### src/rtl/mem_pkg.sv
// Shared types for the sub-word load/store adapter: op encodings, FSM states
// and op-class helpers used by the top, the load aligner and the interface.
package mem_pkg;

    localparam int unsigned XLEN = 32;

    typedef enum logic [2:0] {
        OP_LW  = 3'd0,
        OP_LH  = 3'd1,
        OP_LHU = 3'd2,
        OP_LB  = 3'd3,
        OP_LBU = 3'd4,
        OP_SW  = 3'd5,
        OP_SH  = 3'd6,
        OP_SB  = 3'd7
    } mem_op_e;

    typedef enum logic {
        ST_IDLE  = 1'b0,
        ST_WRITE = 1'b1
    } state_e;

    function automatic logic is_store(input mem_op_e op);
        return (op == OP_SW) || (op == OP_SH) || (op == OP_SB);
    endfunction

    function automatic logic is_byte(input mem_op_e op);
        return (op == OP_LB) || (op == OP_LBU) || (op == OP_SB);
    endfunction

    function automatic logic is_half(input mem_op_e op);
        return (op == OP_LH) || (op == OP_LHU) || (op == OP_SH);
    endfunction

    // Byte ops can start on any lane; halfwords need an even address, words a multiple of four.
    function automatic logic misaligned(input mem_op_e op, input logic [1:0] lo);
        if (is_byte(op)) begin
            return 1'b0;
        end
        if (is_half(op)) begin
            return lo[0];
        end
        return lo != 2'd0;
    endfunction

endpackage

### src/rtl/mem_access_unit_if.sv
// Datapath-side and data-memory-side signals of the load/store adapter.
interface mem_access_unit_if;
    import mem_pkg::*;

    logic            mem_req;
    mem_op_e         mem_op;
    logic [XLEN-1:0] addr;
    logic [XLEN-1:0] wdata;
    logic [XLEN-1:0] dm_rdata;
    logic [XLEN-1:0] dm_addr;
    logic [XLEN-1:0] dm_wdata;
    logic            dm_we;
    logic [XLEN-1:0] load_data;
    logic            stall;
    logic            fault;
    logic [XLEN-1:0] fault_addr;

    modport slave (
        input  mem_req, mem_op, addr, wdata, dm_rdata,
        output dm_addr, dm_wdata, dm_we, load_data, stall, fault, fault_addr
    );

    modport master (
        output mem_req, mem_op, addr, wdata, dm_rdata,
        input  dm_addr, dm_wdata, dm_we, load_data, stall, fault, fault_addr
    );

endinterface

### src/rtl/load_align.sv
// Combinational lane select and sign/zero extension of a memory word for loads.
module load_align
    import mem_pkg::*;
(
    input  logic [XLEN-1:0] rdata,
    input  logic [1:0]      lane,
    input  mem_op_e         op,
    output logic [XLEN-1:0] load_data_c
);

    logic [7:0]  byte_v;
    logic [15:0] half_v;

    always_comb begin
        byte_v = rdata[7:0];
        case (lane)
            2'd0: byte_v = rdata[7:0];
            2'd1: byte_v = rdata[15:8];
            2'd2: byte_v = rdata[23:16];
            2'd3: byte_v = rdata[31:24];
            default: byte_v = rdata[7:0];
        endcase
        half_v = lane[1] ? rdata[31:16] : rdata[15:0];
    end

    always_comb begin
        load_data_c = rdata;
        case (op)
            OP_LB:   load_data_c = {{24{byte_v[7]}}, byte_v};
            OP_LBU:  load_data_c = {24'd0, byte_v};
            OP_LH:   load_data_c = {{16{half_v[15]}}, half_v};
            OP_LHU:  load_data_c = {16'd0, half_v};
            default: load_data_c = rdata;
        endcase
    end

endmodule

### src/rtl/mem_access_unit.sv
// Sub-word load/store adapter in front of a word-only data memory: same-cycle
// loads, single-cycle SW, two-cycle read-modify-write for SB/SH, sticky fault capture.
module mem_access_unit
    import mem_pkg::*;
#(
    parameter int unsigned DM_ADDR_W = 12
) (
    input  logic             clock,
    input  logic             reset,
    mem_access_unit_if.slave bus
);

    state_e          state;
    logic [XLEN-1:0] rmw_addr;
    logic [XLEN-1:0] rmw_word;
    logic            fault_q;
    logic [XLEN-1:0] fault_addr_q;

    logic [XLEN-1:0] aligned_c;
    logic [XLEN-1:0] merged_c;
    logic            out_of_range_c;
    logic            bad_c;
    logic            sub_store_c;
    logic            start_rmw_c;

    load_align u_load_align (
        .rdata       (bus.dm_rdata),
        .lane        (bus.addr[1:0]),
        .op          (bus.mem_op),
        .load_data_c (aligned_c)
    );

    // Any address bit above the decoded range means the access targets nothing.
    assign out_of_range_c = (bus.addr >> DM_ADDR_W) != '0;
    assign bad_c          = bus.mem_req && (misaligned(bus.mem_op, bus.addr[1:0]) || out_of_range_c);
    assign sub_store_c    = is_store(bus.mem_op) && (is_byte(bus.mem_op) || is_half(bus.mem_op));
    assign start_rmw_c    = (state == ST_IDLE) && bus.mem_req && !bad_c && sub_store_c;

    // Replace the addressed lane(s) of the current memory word with the store data.
    always_comb begin
        merged_c = bus.dm_rdata;
        if (is_byte(bus.mem_op)) begin
            case (bus.addr[1:0])
                2'd0: merged_c[7:0]   = bus.wdata[7:0];
                2'd1: merged_c[15:8]  = bus.wdata[7:0];
                2'd2: merged_c[23:16] = bus.wdata[7:0];
                2'd3: merged_c[31:24] = bus.wdata[7:0];
                default: merged_c = bus.dm_rdata;
            endcase
        end else if (bus.addr[1]) begin
            merged_c[31:16] = bus.wdata[15:0];
        end else begin
            merged_c[15:0] = bus.wdata[15:0];
        end
    end

    // Memory-side controls follow the instruction in the same cycle; reset blocks any write.
    always_comb begin
        bus.dm_addr  = bus.addr;
        bus.dm_wdata = bus.wdata;
        bus.dm_we    = 1'b0;
        bus.stall    = 1'b0;
        if (state == ST_WRITE) begin
            bus.dm_addr  = rmw_addr;
            bus.dm_wdata = rmw_word;
            bus.dm_we    = !reset;
        end else if (!reset && bus.mem_req && !bad_c) begin
            if (bus.mem_op == OP_SW) begin
                bus.dm_we = 1'b1;
            end else if (sub_store_c) begin
                bus.stall = 1'b1;
            end
        end
    end

    assign bus.load_data  = bad_c ? '0 : aligned_c;
    assign bus.fault      = fault_q;
    assign bus.fault_addr = fault_addr_q;

    // FSM, captured RMW word and the first-fault record.
    always_ff @(posedge clock) begin
        if (reset) begin
            state        <= ST_IDLE;
            rmw_addr     <= '0;
            rmw_word     <= '0;
            fault_q      <= 1'b0;
            fault_addr_q <= '0;
        end else begin
            case (state)
                ST_IDLE: begin
                    if (start_rmw_c) begin
                        state    <= ST_WRITE;
                        rmw_addr <= bus.addr;
                        rmw_word <= merged_c;
                    end
                end
                ST_WRITE: state <= ST_IDLE;
                default:  state <= ST_IDLE;
            endcase
            if ((state == ST_IDLE) && bad_c && !fault_q) begin
                fault_q      <= 1'b1;
                fault_addr_q <= bus.addr;
            end
        end
    end

endmodule

### src/flat_wrapper.sv
// flat-port wrapper written by rule: the top's interface ports become plain ports
module mem_access_unit_flat import mem_pkg::*;
#(
    parameter int unsigned DM_ADDR_W = 12
)
  (clock, reset, bus_mem_req, bus_mem_op, bus_addr, bus_wdata, bus_dm_rdata, bus_dm_addr, bus_dm_wdata, bus_dm_we, bus_load_data, bus_stall, bus_fault, bus_fault_addr);
  mem_access_unit_if bus_i ();
  input  logic clock;
  input  logic reset;
  input wire logic [$bits(bus_i.mem_req)-1:0] bus_mem_req;
  input wire logic [$bits(bus_i.mem_op)-1:0] bus_mem_op;
  input wire logic [$bits(bus_i.addr)-1:0] bus_addr;
  input wire logic [$bits(bus_i.wdata)-1:0] bus_wdata;
  input wire logic [$bits(bus_i.dm_rdata)-1:0] bus_dm_rdata;
  output wire logic [$bits(bus_i.dm_addr)-1:0] bus_dm_addr;
  output wire logic [$bits(bus_i.dm_wdata)-1:0] bus_dm_wdata;
  output wire logic [$bits(bus_i.dm_we)-1:0] bus_dm_we;
  output wire logic [$bits(bus_i.load_data)-1:0] bus_load_data;
  output wire logic [$bits(bus_i.stall)-1:0] bus_stall;
  output wire logic [$bits(bus_i.fault)-1:0] bus_fault;
  output wire logic [$bits(bus_i.fault_addr)-1:0] bus_fault_addr;
  assign bus_i.mem_req = bus_mem_req;
  assign bus_i.mem_op = bus_mem_op;
  assign bus_i.addr = bus_addr;
  assign bus_i.wdata = bus_wdata;
  assign bus_i.dm_rdata = bus_dm_rdata;
  assign bus_dm_addr = bus_i.dm_addr;
  assign bus_dm_wdata = bus_i.dm_wdata;
  assign bus_dm_we = bus_i.dm_we;
  assign bus_load_data = bus_i.load_data;
  assign bus_stall = bus_i.stall;
  assign bus_fault = bus_i.fault;
  assign bus_fault_addr = bus_i.fault_addr;
  mem_access_unit #(.DM_ADDR_W(DM_ADDR_W)) u_core (.clock(clock), .reset(reset), .bus(bus_i));
endmodule
### config.mk
export PLATFORM = sky130hd
export DESIGN_NAME = mem_access_unit_flat
export DESIGN_NICKNAME = d
export VERILOG_FILES = /design/src/rtl/mem_pkg.sv /design/src/rtl/mem_access_unit_if.sv /design/src/rtl/load_align.sv /design/src/rtl/mem_access_unit.sv /design/src/flat_wrapper.sv
export SDC_FILE = /design/constraint.sdc
export NUM_CORES = 1
export LEC_CHECK = 0
export CORE_UTILIZATION = 44
export DETAILED_ROUTE_END_ITERATION = 10
export PLACE_DENSITY = 0.78
export SLEW_MARGIN = 40
export SYNTH_ARGS = -nofsm -noshare
export SYNTH_HDL_FRONTEND = slang
export SYNTH_SLANG_ARGS = --single-unit
### constraint.sdc
create_clock -name clock -period 2.6 [get_ports clock]
set_input_delay 0.39 -clock clock [delete_from_list [all_inputs] [get_ports clock]]
set_output_delay 0.39 -clock clock [all_outputs]
set_load 0.02 [all_outputs]
== After elaboration in Yosys (flattened, before gate mapping) ==
Index checks and enable logic that the tools add are counted.
Operators by class
  equal/unequal tests: 10
  mux-type cells: 29
  bitwise gates (word level): 1
  reductions and logical operators: 24
Operators by type and width (number)
  $mux 32: 4
  $pmux 32 s4: 1
  $mux 16: 3
  $mux 8: 4
  $pmux 8 s4: 1
  $reduce_bool 32->1: 1
  $mux 1: 15
  $eq 3x3->1 const B: 4
  $logic_and 1x1->1: 9
  $logic_or 1x1->1: 8
  $eq 3x2->1 const B: 2
  $eq 2x2->1 const B: 2
  $eq 3x1->1 const B: 1
  $logic_not 1->1: 3
  $eq 2x1->1 const B: 1
  $logic_not 2->1: 1
  $pmux 1 s2: 1
  $reduce_and 2->1: 1
  $reduce_bool 2->1: 1
  $not 1->1: 1
Word-level totals
  register bits after elaboration: 98
  input bits: 102
  output and inout port bits: 131
  word-level logic and storage cells: 69

== Longest topological paths before layout ==
  depth after elaboration: 14
  mapped depth: 8
  mapped depth without buffers: 5

== Modules after synthesis ==
From an unflattened synthesis, not the netlist that was laid out.
Unflattened totals
  cell total of the unflattened synthesis: 702
  area, all modules: 6525.0 µm²
By module, submodules not included
  mem_access_unit: times used 1, cells each 583, area each 5547.8 µm², sequential area each 1961.9 µm²
  load_align: times used 1, cells each 119, area each 977.2 µm², sequential area each 0.0 µm²

== Worst setup path after synthesis ==
No wires, ideal clock.
  kind: in2out
  start point: input bus_addr[18]
  end point: output bus_load_data[15]
  data arrival time: 2.460 ns
  data required time: 2.210 ns
  slack: -0.250 ns
  stages on the path: 5
  buffers on the path: 0
  path through: nor4_2 nand3_2 o21ai_0 o311ai_2 a2111oi_0
Between the ends
  cells in the longest elaborated chain, start to end: 4
RTL lines
  start, declared: line flat_wrapper.sv:12  | input wire logic [$bits(bus_i.addr)-1:0] bus_addr;
  $reduce_bool 32->1: line mem_access_unit.sv:34  | assign out_of_range_c = (bus.addr >> DM_ADDR_W) != '0;
  $logic_or 1x1->1: line mem_access_unit.sv:35  | assign bad_c = bus.mem_req && (misaligned(bus.mem_op, bus.addr[1:0]) || out_of_range_c);
  $logic_and 1x1->1: line mem_access_unit.sv:35
  $mux 32: line mem_access_unit.sv:76  | assign bus.load_data = bad_c ? '0 : aligned_c;
  end, declared: line flat_wrapper.sv:18  | output wire logic [$bits(bus_i.load_data)-1:0] bus_load_data;
No other way between the ends.

== Final worst setup path ==
  start point: input bus_addr[0]
  end point: output bus_load_data[1]
Between the ends
  cells in the longest elaborated chain, start to end: 6
  elaborated cells on any way between the ends: 13
  classes of those cells: eq/ne (3); mux (6); reduce/logical (4)
RTL lines (line)
  parallel branches: the longest is 5 deep, another holds $pmux 32 s4
  $mux 32 (*): mem_access_unit.sv:76
Mark *: on every way between the ends.

==> run summary <==
run status - finished clean
pin count of the biggest net entering global routing - 68
power density normalized to cell area - 441 mW/mm^2
number of synthesized flops with an enable pin - 0
Die Footprint - 0.0132 mm^2
post-synth cell types - 46
Top Ports - 233
via total after detailed routing - 6095
cell breakdown of the critical path - clkdlybuf4s15_1 > buf_12 > mux4_2 > a32oi_1 > nor2_1 > a221oi_4 > nor2_1 > buf_4
total grt overflow - 0
pre-CTS WS - -0.891 ns
reg2reg setup slack - 0.66 ns
global-route wire length before repair - 31500 um
post-route clock skew - 0.0143 ns
sequential-to-total area share from yosys stat - 0.349
achievable clock frequency - 395 MHz
number of hold-repair buffers added at the cts stage - 0
final non-filler cell total - 1070
CTS Buf Count - 9
total track usage - 0.309
# Max-Cap Violations - 0
smallest hold slack - 0.384 ns
post-route cell area - 0.00931 mm^2
CTS tree - done
fraction of final layout cells sized beyond drive strength 1 - 0.317
Synth warnings - 0
Design Power - 4.10 mW
synthesized netlist cell count - 606
Data required, critical path - 2.21 ns
Leakage - 3.79 nW
fraction of the cycle the final worst path needs - 0.973
nets@finish - 999
Final Critical Period - 2.53 ns
fraction of synthesized cell area taken by the top area cell type - 0.349
Worst path most repeated cell - sky130_fd_sc_hd__nor2_1
router iterations before antenna repair - 5
worst supply voltage drop on vdd - 0.419 mV
vias in the first global route - 5964
maximum level of the CTS H-tree - 3
count of buffers from port buffering - 232
critical path fanouts, max - 10
count of placed standard cells including taps - 1049
total wirelength of the detailed-routed design - 20800 um
number of rows in the core area - 40
core region area - 0.0122 mm^2
count of cells along the worst register-to-register path - 5
peak per-stage delay on the critical path - 0.57 ns
HPWL reported at the end of detailed placement - 15200 um
final antenna-violating net count - 0
post-detailed-placement cell area - 0.00875 mm^2
post-synth design cell area - 0.00562 mm^2
n_diodes - 0
destination of the worst hold path - u_core.bus.fault_addr[14]
Residual DRC - 0
Final Worst Setup Slack - 0.0700 ns
number of sinks handled by clock tree synthesis - 98
start point of the worst min-delay path - bus_addr[14]
most used flip-flop cell after synthesis - sky130_fd_sc_hd__dfxtp_1
count of routing violations after the opening detailed-route iteration - 418
CP startpoint kind - input port
final slew viol count - 0
Worst-Skew Late Latency - 0.35 ns
net count after synthesis - 708
effective utilization at floorplan - 0.460
utilization after layout - 0.762
critical path start-end classification - input port to output port
transition time of the tightest slew-check pin - 0.526 ns
mean area per synthesized cell - 9.27 um^2
root buffer selected by CTS - sky130_fd_sc_hd__clkbuf_16
Worst slew margin - 0.649
antenna violations before repair - 0
Fill cells - 901
total negative slack - 0 ns
via-per-instance ratio - 5.70
sort of element at the end of the critical path - output port
Worst Hold Depth - 3
detailed-route wire length per cell - 19.4 um
setup repair after global routing missed its margin - false
area overhead of the layout relative to synthesis - 65.7%
start of the worst register-to-register path - u_core.state
min-delay worst type - input port to flop
cell with the largest stage delay on the worst path - sky130_fd_sc_hd__mux4_2
Synth area leaders - sky130_fd_sc_hd__dfxtp_1, sky130_fd_sc_hd__mux2_2, sky130_fd_sc_hd__mux2i_1
number of buffers on the longest clock path - 2
Setup-failing EPs final - 0
weighted congestion at the end of routability-driven global placement - 0.941
RR Endpoint - u_core.rmw_word[9]
fraction of registers with async set/reset - 0
vertical extent of the die - 115 um
largest area contributor in the netlist - sky130_fd_sc_hd__dfxtp_1
clock slew seen by the registers of the worst setup and hold paths - 0.07 ns
horizontal extent of the die - 115 um
endpoint arrival time on the critical path - 2.14 ns
flop and latch count out of synthesis - 98
Final Hold Viols - 0
-- layout by cell type (no fill, tap or decap), types with 16 or more instances in the layout --
cell / count
sky130_fd_sc_hd__o21a_1: 16
sky130_fd_sc_hd__a21oi_1: 38
sky130_fd_sc_hd__clkdlybuf4s50_1: 167
sky130_fd_sc_hd__nand3b_1: 16
sky130_fd_sc_hd__a211oi_1: 16
sky130_fd_sc_hd__mux2i_1: 48
sky130_fd_sc_hd__nor2_1: 72
sky130_fd_sc_hd__mux2_2: 63
sky130_fd_sc_hd__o22ai_1: 16
sky130_fd_sc_hd__and2_1: 22
sky130_fd_sc_hd__buf_4: 111
sky130_fd_sc_hd__dlygate4sd2_1: 16
sky130_fd_sc_hd__nand2_1: 38
sky130_fd_sc_hd__dfxtp_1: 97
-- repair_timing --
item                                    in CTS  in global routing
pin swaps                                   13                 10
buffers inserted                             1                  2
gates resized for setup                    220                 31
cloned                                       1                  1
endpoints found under the setup margin      42                 35
-- critical path: cells and delay by family --
kind	cells	cell delay (ns)
simple gates	2	0.18
compound gates	2	0.41
mux	1	0.57
buf+inv	3	0.60
-- area by class of cell --
type / count / area, um^2 / share of cell area
Clock buffer: 10 / 239 / 0.0257
Clock inverter: 6 / 48.8 / 0.00524
Inverter: 3 / 11.3 / 0.00121
Multi-Input combinational cell: 450 / 3700 / 0.398
Sequential cell: 98 / 1960 / 0.211
Timing Repair Buffer: 335 / 3130 / 0.336
Tap cell: 168 / 210 / 0.0226
-- cell usage after synthesis (all sizes together) (2+ instances only) --
cell,instances
buf,17
nand3,2
a21oi,39
o22ai,16
nand3b,16
inv,3
nor2,74
o311ai,2
nand2,40
clkbuf,38
o21ai,13
or2,8
a32oi,9
dfxtp,98
nand2b,3
mux4,8
nor4,6
mux2,63
o41ai,16
o21a,16
a31oi,7
nor2b,3
mux2i,49
a211oi,16
and2,24
a221oi,9
-- flip-flops by register name (all words and copies together), names as in the netlist --
register               cells
u_core.bus.fault           1
u_core.rmw_word           32
u_core.rmw_addr           32
u_core.state               1
u_core.bus.fault_addr     32
-- power by group --
part | internal [mW] | leakage [nW] | switching, mW
Combinational | 0.636 | 2.86 | 0.633
Clock | 0.685 | 0.137 | 0.597
Sequential | 1.53 | 0.795 | 0.0166
Total | 2.85 | 3.79 | 1.25
-- worst max path at each step --
stage | from | to | depth (start not counted)
global route | bus_addr[21] | bus_load_data[8] | 9
detailed placement | bus_addr[22] | bus_load_data[15] | 8
floorplan | bus_addr[18] | bus_load_data[15] | 5
CTS | bus_mem_op[2] | bus_dm_we | 8
finish | bus_addr[0] | bus_load_data[1] | 8
global placement | bus_addr[31] | bus_load_data[15] | 9
-- cell families (layout without fill, tap and decap cells) --
family          count (synthesis)  in the layout  synth area share
compound gates                147            147             0.195
xor+xnor                        2              2           0.00312
buf+inv                        58            354            0.0448
flops                          98             98             0.349
mux                           120            120             0.246
simple gates                  181            181             0.162
-- metal layers --
| layer | part of all wire | wire length (um) | vias up | GRT usage |
|---|---|---|---|---|
| li1 | - | - | 2815 | - |
| met1 | 0.40 | 8350 | 2874 | 0.375 |
| met2 | 0.47 | 9800 | 349 | 0.516 |
| met3 | 0.089 | 1860 | 57 | 0.0796 |
| met4 | 0.037 | 760 | 0 | 0.135 |
| met5 | 0 | 0 | - | 0 |
(Power assumes the default switching activity.)
